<file path="src/rtl/mem_port.sv">
// Memory-side responder for the CPU bus: serves fetches, loads and stores by
// moving each 32-bit word as four little-endian byte accesses to an 8-bit SRAM.
module mem_port #(
    parameter int ADDR_W = 16,
    parameter int WAIT   = 1
) (
    input  logic              clk,
    input  logic              nrst,
    input  logic [1:0]        sysMode,
    input  logic              nextRead,
    input  logic              nextWrite,
    input  logic [31:0]       pc,
    input  logic [31:0]       addr,
    input  logic [31:0]       wdata,
    output logic [31:0]       cmdOut,
    output logic              cmdPush,
    output logic [31:0]       rdata,
    output logic              rdValid,
    output logic              busy,
    output logic              overrun,
    output logic [ADDR_W-1:0] memAddr,
    output logic [7:0]        memWdata,
    input  logic [7:0]        memRdata,
    output logic              memOe,
    output logic              memWe
);

    typedef enum logic [1:0] {IDLE, ACCESS, DONE, PUSH} state_t;
    typedef enum logic [1:0] {OP_FETCH, OP_LOAD, OP_STORE} op_t;

    state_t      r_state;
    state_t      w_nextState;
    op_t         r_op;
    logic [3:0]  r_waitCnt;
    logic [1:0]  r_byteIdx;
    logic [23:0] r_word;
    logic [23:0] r_wdataHi;

    logic        w_fetchReq;
    logic        w_storeReq;
    logic        w_loadReq;
    logic        w_anyReq;
    logic        w_byteDone;
    logic        w_lastByte;
    logic [33:0] w_reqByteAddr;
    logic        w_unusedHighAddr;

    assign w_fetchReq    = (sysMode == 2'b10) && nextRead;
    assign w_storeReq    = (sysMode == 2'b01) && nextWrite;
    assign w_loadReq     = (sysMode == 2'b01) && nextRead && !nextWrite;
    assign w_anyReq      = w_fetchReq || w_storeReq || w_loadReq;
    assign w_byteDone    = (r_waitCnt == 4'(WAIT));
    assign w_lastByte    = w_byteDone && (r_byteIdx == 2'd3);
    assign w_reqByteAddr = {(w_fetchReq ? pc : addr), 2'b00};
    // Address bits above the SRAM width are discarded; the byte address wraps.
    assign w_unusedHighAddr = ^w_reqByteAddr[33:ADDR_W];

    always_ff @(posedge clk or negedge nrst) begin
        if (!nrst) begin
            r_state <= IDLE;
        end else begin
            r_state <= w_nextState;
        end
    end

    always_comb begin
        w_nextState = r_state;
        case (r_state)
            IDLE:    if (w_anyReq) w_nextState = ACCESS;
            ACCESS:  if (w_lastByte) w_nextState = DONE;
            DONE:    w_nextState = PUSH;
            PUSH:    w_nextState = IDLE;
            default: w_nextState = IDLE;
        endcase
    end

    // Outputs are registered from the next state so they line up with it.
    always_ff @(posedge clk or negedge nrst) begin
        if (!nrst) begin
            r_op      <= OP_FETCH;
            r_waitCnt <= 4'd0;
            r_byteIdx <= 2'd0;
            r_word    <= 24'd0;
            r_wdataHi <= 24'd0;
            cmdOut    <= 32'd0;
            rdata     <= 32'd0;
            cmdPush   <= 1'b0;
            rdValid   <= 1'b0;
            busy      <= 1'b0;
            overrun   <= 1'b0;
            memAddr   <= '0;
            memWdata  <= 8'd0;
            memOe     <= 1'b0;
            memWe     <= 1'b0;
        end else begin
            busy    <= (w_nextState != IDLE);
            cmdPush <= (w_nextState == PUSH) && (r_op == OP_FETCH);
            rdValid <= (w_nextState == PUSH) && (r_op == OP_LOAD);
            if ((r_state != IDLE) && w_anyReq) begin
                overrun <= 1'b1;
            end
            case (r_state)
                IDLE: begin
                    if (w_anyReq) begin
                        r_op      <= w_storeReq ? OP_STORE : (w_fetchReq ? OP_FETCH : OP_LOAD);
                        memAddr   <= w_reqByteAddr[ADDR_W-1:0];
                        r_waitCnt <= 4'd0;
                        r_byteIdx <= 2'd0;
                        memOe     <= !w_storeReq;
                        memWe     <= w_storeReq;
                        memWdata  <= w_storeReq ? wdata[7:0] : 8'h00;
                        r_wdataHi <= wdata[31:8];
                    end
                end
                ACCESS: begin
                    if (w_byteDone) begin
                        // Bytes shift in from the top so byte 0 ends up lowest.
                        r_word    <= {memRdata, r_word[23:8]};
                        r_waitCnt <= 4'd0;
                        if (r_byteIdx == 2'd3) begin
                            memOe <= 1'b0;
                            memWe <= 1'b0;
                            if (r_op == OP_FETCH) begin
                                cmdOut <= {memRdata, r_word};
                            end else if (r_op == OP_LOAD) begin
                                rdata <= {memRdata, r_word};
                            end
                        end else begin
                            r_byteIdx <= r_byteIdx + 2'd1;
                            memAddr   <= memAddr + ADDR_W'(1);
                            memWdata  <= (r_op == OP_STORE) ? r_wdataHi[7:0] : 8'h00;
                            r_wdataHi <= {8'h00, r_wdataHi[23:8]};
                        end
                    end else begin
                        r_waitCnt <= r_waitCnt + 4'd1;
                    end
                end
                default: ;
            endcase
        end
    end

endmodule

</file>
<file path="config.mk">
export PLATFORM = sky130hd
export DESIGN_NAME = mem_port
export DESIGN_NICKNAME = d
export VERILOG_FILES = /design/src/rtl/mem_port.sv
export SDC_FILE = /design/constraint.sdc
export NUM_CORES = 1
export LEC_CHECK = 0
export CORE_MARGIN = 2
export CORE_UTILIZATION = 29
export DETAILED_ROUTE_END_ITERATION = 7
export GPL_TIMING_DRIVEN = 1
export SLEW_MARGIN = 20
export SYNTH_ARGS = -nofsm -noshare
export SYNTH_HDL_FRONTEND = slang
export SYNTH_SLANG_ARGS = --single-unit
</file>
<file path="constraint.sdc">
create_clock -name clk -period 2.8 [get_ports clk]
set_input_delay 0.28 -clock clk [delete_from_list [all_inputs] [get_ports clk]]
set_output_delay 0.28 -clock clk [all_outputs]
set_load 0.005 [all_outputs]
</file>
==> impl_metrics.env <==
export IMPL_outcome="finished clean"
export IMPL_async_flop_share=1.00
export IMPL_power_total_mw=10.6
export IMPL_regToRegEndpoint="memAddr[8]"
export IMPL_synth_warning_count=0
export IMPL_post_route_cell_area_um2=9170
export IMPL_fmax_mhz=439
export IMPL_final_max_slew_viol_count=0
export IMPL_first_global_vias=4889
export IMPL_diodes=0
export IMPL_final_layout_size_suffix_gt1_frac=0.165
export IMPL_period_needed_ps=2280
export IMPL_row_count=55
export IMPL_ir_drop_mv=0.462
export IMPL_worstRegToRegCells=6
export IMPL_insertion_delay_ps=420
export IMPL_post_cts_buffers=0
export IMPL_path_max_fanout=29
export IMPL_setup_viol=0
export IMPL_placed_area_um2=8600
export IMPL_slew_headroom=0.384
export IMPL_critical_path_class="flop to flop"
export IMPL_vias_per_cell=4.71
export IMPL_worstMarginPinSlew_ps=917
export IMPL_synth_cell_types=50
export IMPL_nets=884
export IMPL_grt_ovfl_total=0
export IMPL_ys_seq_area_frac=0.576
export IMPL_core_um2=22500
export IMPL_synthFlopType="dfrtp_1"
export IMPL_cts_tree="yes"
export IMPL_max_cap_violations=0
export IMPL_ios=204
export IMPL_place_gp_congestion=0.782
export IMPL_reg2reg_from="r_state[0]"
export IMPL_setup_tns_ps=0
export IMPL_die_x_um=155
export IMPL_grt_pass1_wl_um=26500
export IMPL_worst_hold_path_type="input pin to flop"
export IMPL_rsz0062_at_grt="no"
export IMPL_dieArea_um2=24000
export IMPL_final_instance_count_excl_fill=1068
export IMPL_finalCritPeriodShare=0.814
export IMPL_hold_viol_final=0
export IMPL_ctsHoldBuffers=1
export IMPL_detail_route_antenna_nets=0
export IMPL_clkTransAtPathRegs_ps=70
export IMPL_numClockSinks=152
export IMPL_antenna_found_initial=0
export IMPL_ys_ff_latch=152
export IMPL_arrival_ps=2590
export IMPL_hold_end="r_wdataHi[16]"
export IMPL_n_fill_cell=2225
export IMPL_r2r_slack_ps=520
export IMPL_cp_required_ps=3110
export IMPL_hpwl_um=11300
export IMPL_syn_inst=602
export IMPL_grt_max_degree=62
export IMPL_dp_cells=1035
export IMPL_powerDensity_nw_per_um2=1150
export IMPL_initial_core_util=0.293
export IMPL_vias=5031
export IMPL_cts_buffer_depth=2
export IMPL_post_cts_resized=0
export IMPL_wirelength_um=16500
export IMPL_critPathCaptureType="flop"
export IMPL_areaGrowthSynthToFinish_pct=38.8
export IMPL_pre_cts_slack_ps=488
export IMPL_min_delay_path_depth=3
export IMPL_skew_ps=9.97
export IMPL_finalWorstSetupSlack_ps=522
export IMPL_p_leak_nw=4.09
export IMPL_syn_area_per_cell_um2=11.0
export IMPL_syn_area_um2=6600
export IMPL_root_buffer="clkbuf_16"
export IMPL_drt_iter0_drc=189
export IMPL_portBuffers=167
export IMPL_drc=0
export IMPL_synth_edff_count=0
export IMPL_track_usage=0.140
export IMPL_startpoint_type="flop"
export IMPL_cts_htree_levels=4
export IMPL_die_height_um=155
export IMPL_synth_nets=716
export IMPL_drt_wirelength_per_cell_um=15.4
export IMPL_holdCritStartpoint="wdata[24]"
export IMPL_drt_pass1_iterations=5
export IMPL_cts_made_buffers=17
==> cell type report <==
class,count,area [um2],area share
tap,285,357,0.0389
timing repair buffer,183,1830,0.200
inverter,6,22.5,0.00246
clock buffer,17,425,0.0464
multi-input combinational,410,2590,0.283
clock inverter,15,135,0.0147
sequential,152,3800,0.415
==> how the worst max path moves through the flow <==
stage                       from     endpoint  slack, ps  cells after the start
floorplan           r_waitCnt[1]   cmdOut[26]        720                      8
global placement      sysMode[1]  memAddr[12]        540                      7
detailed placement    sysMode[1]   memAddr[8]        490                      7
CTS                   r_state[0]   memAddr[8]        510                      6
global route          r_state[0]  memAddr[12]        310                      6
finish                r_state[0]   memAddr[8]        520                      6
==> metrics by stage <==
stage                     hold WS (ps)  utilization
after floorplan                  -15.6            -
after global placement             304        0.382
after detailed placement           310        0.382
after CTS                          381        0.407
after global routing               383        0.407
final                              396        0.407
==> placed cells by master (no fill, tap or decap), types with 6 or more instances in the layout <==
| master | count |
|---|---|
| clkbuf_16 | 17 |
| mux2i_1 | 9 |
| a221oi_1 | 8 |
| nand3_1 | 18 |
| dfrtp_1 | 152 |
| a21oi_1 | 24 |
| inv_6 | 8 |
| mux2_2 | 68 |
| nor2_1 | 43 |
| clkdlybuf4s50_1 | 166 |
| buf_4 | 12 |
| inv_1 | 6 |
| o22a_1 | 8 |
| nand2_1 | 140 |
| a31oi_1 | 18 |
| o21ai_0 | 14 |
==> per-layer routing <==
metal,GRT usage,share of wire
met3,0.0446,0.067
met4,0.0340,0.0094
met5,0,0
met1,0.190,0.47
met2,0.219,0.45
==> cells by family (layout without fill, tap and decap cells) <==
logic type / after synthesis / after routing / synth area share
compound gates: 90 / 90 / 0.0934
xor+xnor: 1 / 1 / 0.00133
fa+ha+maj: 4 / 4 / 0.00758
buf+inv: 40 / 221 / 0.0324
flops: 152 / 152 / 0.576
mux: 78 / 78 / 0.131
simple gates: 237 / 237 / 0.158
==> flip-flops by register name, indices dropped and copies added (netlist names) <==
name	cells
r_byteIdx	2
overrun	1
memWdata	8
r_waitCnt	4
cmdPush	1
r_word	24
rdata	32
memWe	1
r_op	2
rdValid	1
memAddr	16
cmdOut	32
memOe	1
r_wdataHi	24
busy	1
r_state	2
==> report_power, final <==
group	switching, mW	internal (mW)	total (mW)	leakage [nW]
combinational	2.06	2.34	4.41	1.91
sequential	0.764	3.21	3.97	1.91
clock	1.02	1.17	2.19	0.277
total	3.85	6.72	10.6	4.09
==> synthesized netlist by cell type, drive strengths merged, types with 8 or more instances <==
library cell | count | share of area
mux2 | 69 | 0.12
nand2 | 141 | 0.081
o21ai | 14 | 0.011
a21oi | 24 | 0.018
buf | 17 | 0.019
nand3 | 18 | 0.014
mux2i | 9 | 0.014
dfrtp | 152 | 0.58
o22a | 8 | 0.011
a221oi | 8 | 0.011
clkbuf | 17 | 0.0097
a31oi | 18 | 0.017
nor2 | 45 | 0.027
==> critical path: stages (launching register included) <==
cell	delay [ps]
dfrtp_1	670
nand2b_2	330
nor2_2	370
a2111o_1	190
buf_4	310
a21oi_1	80
o22a_1	210
No activity file was read; power rests on OpenSTA's default activity.
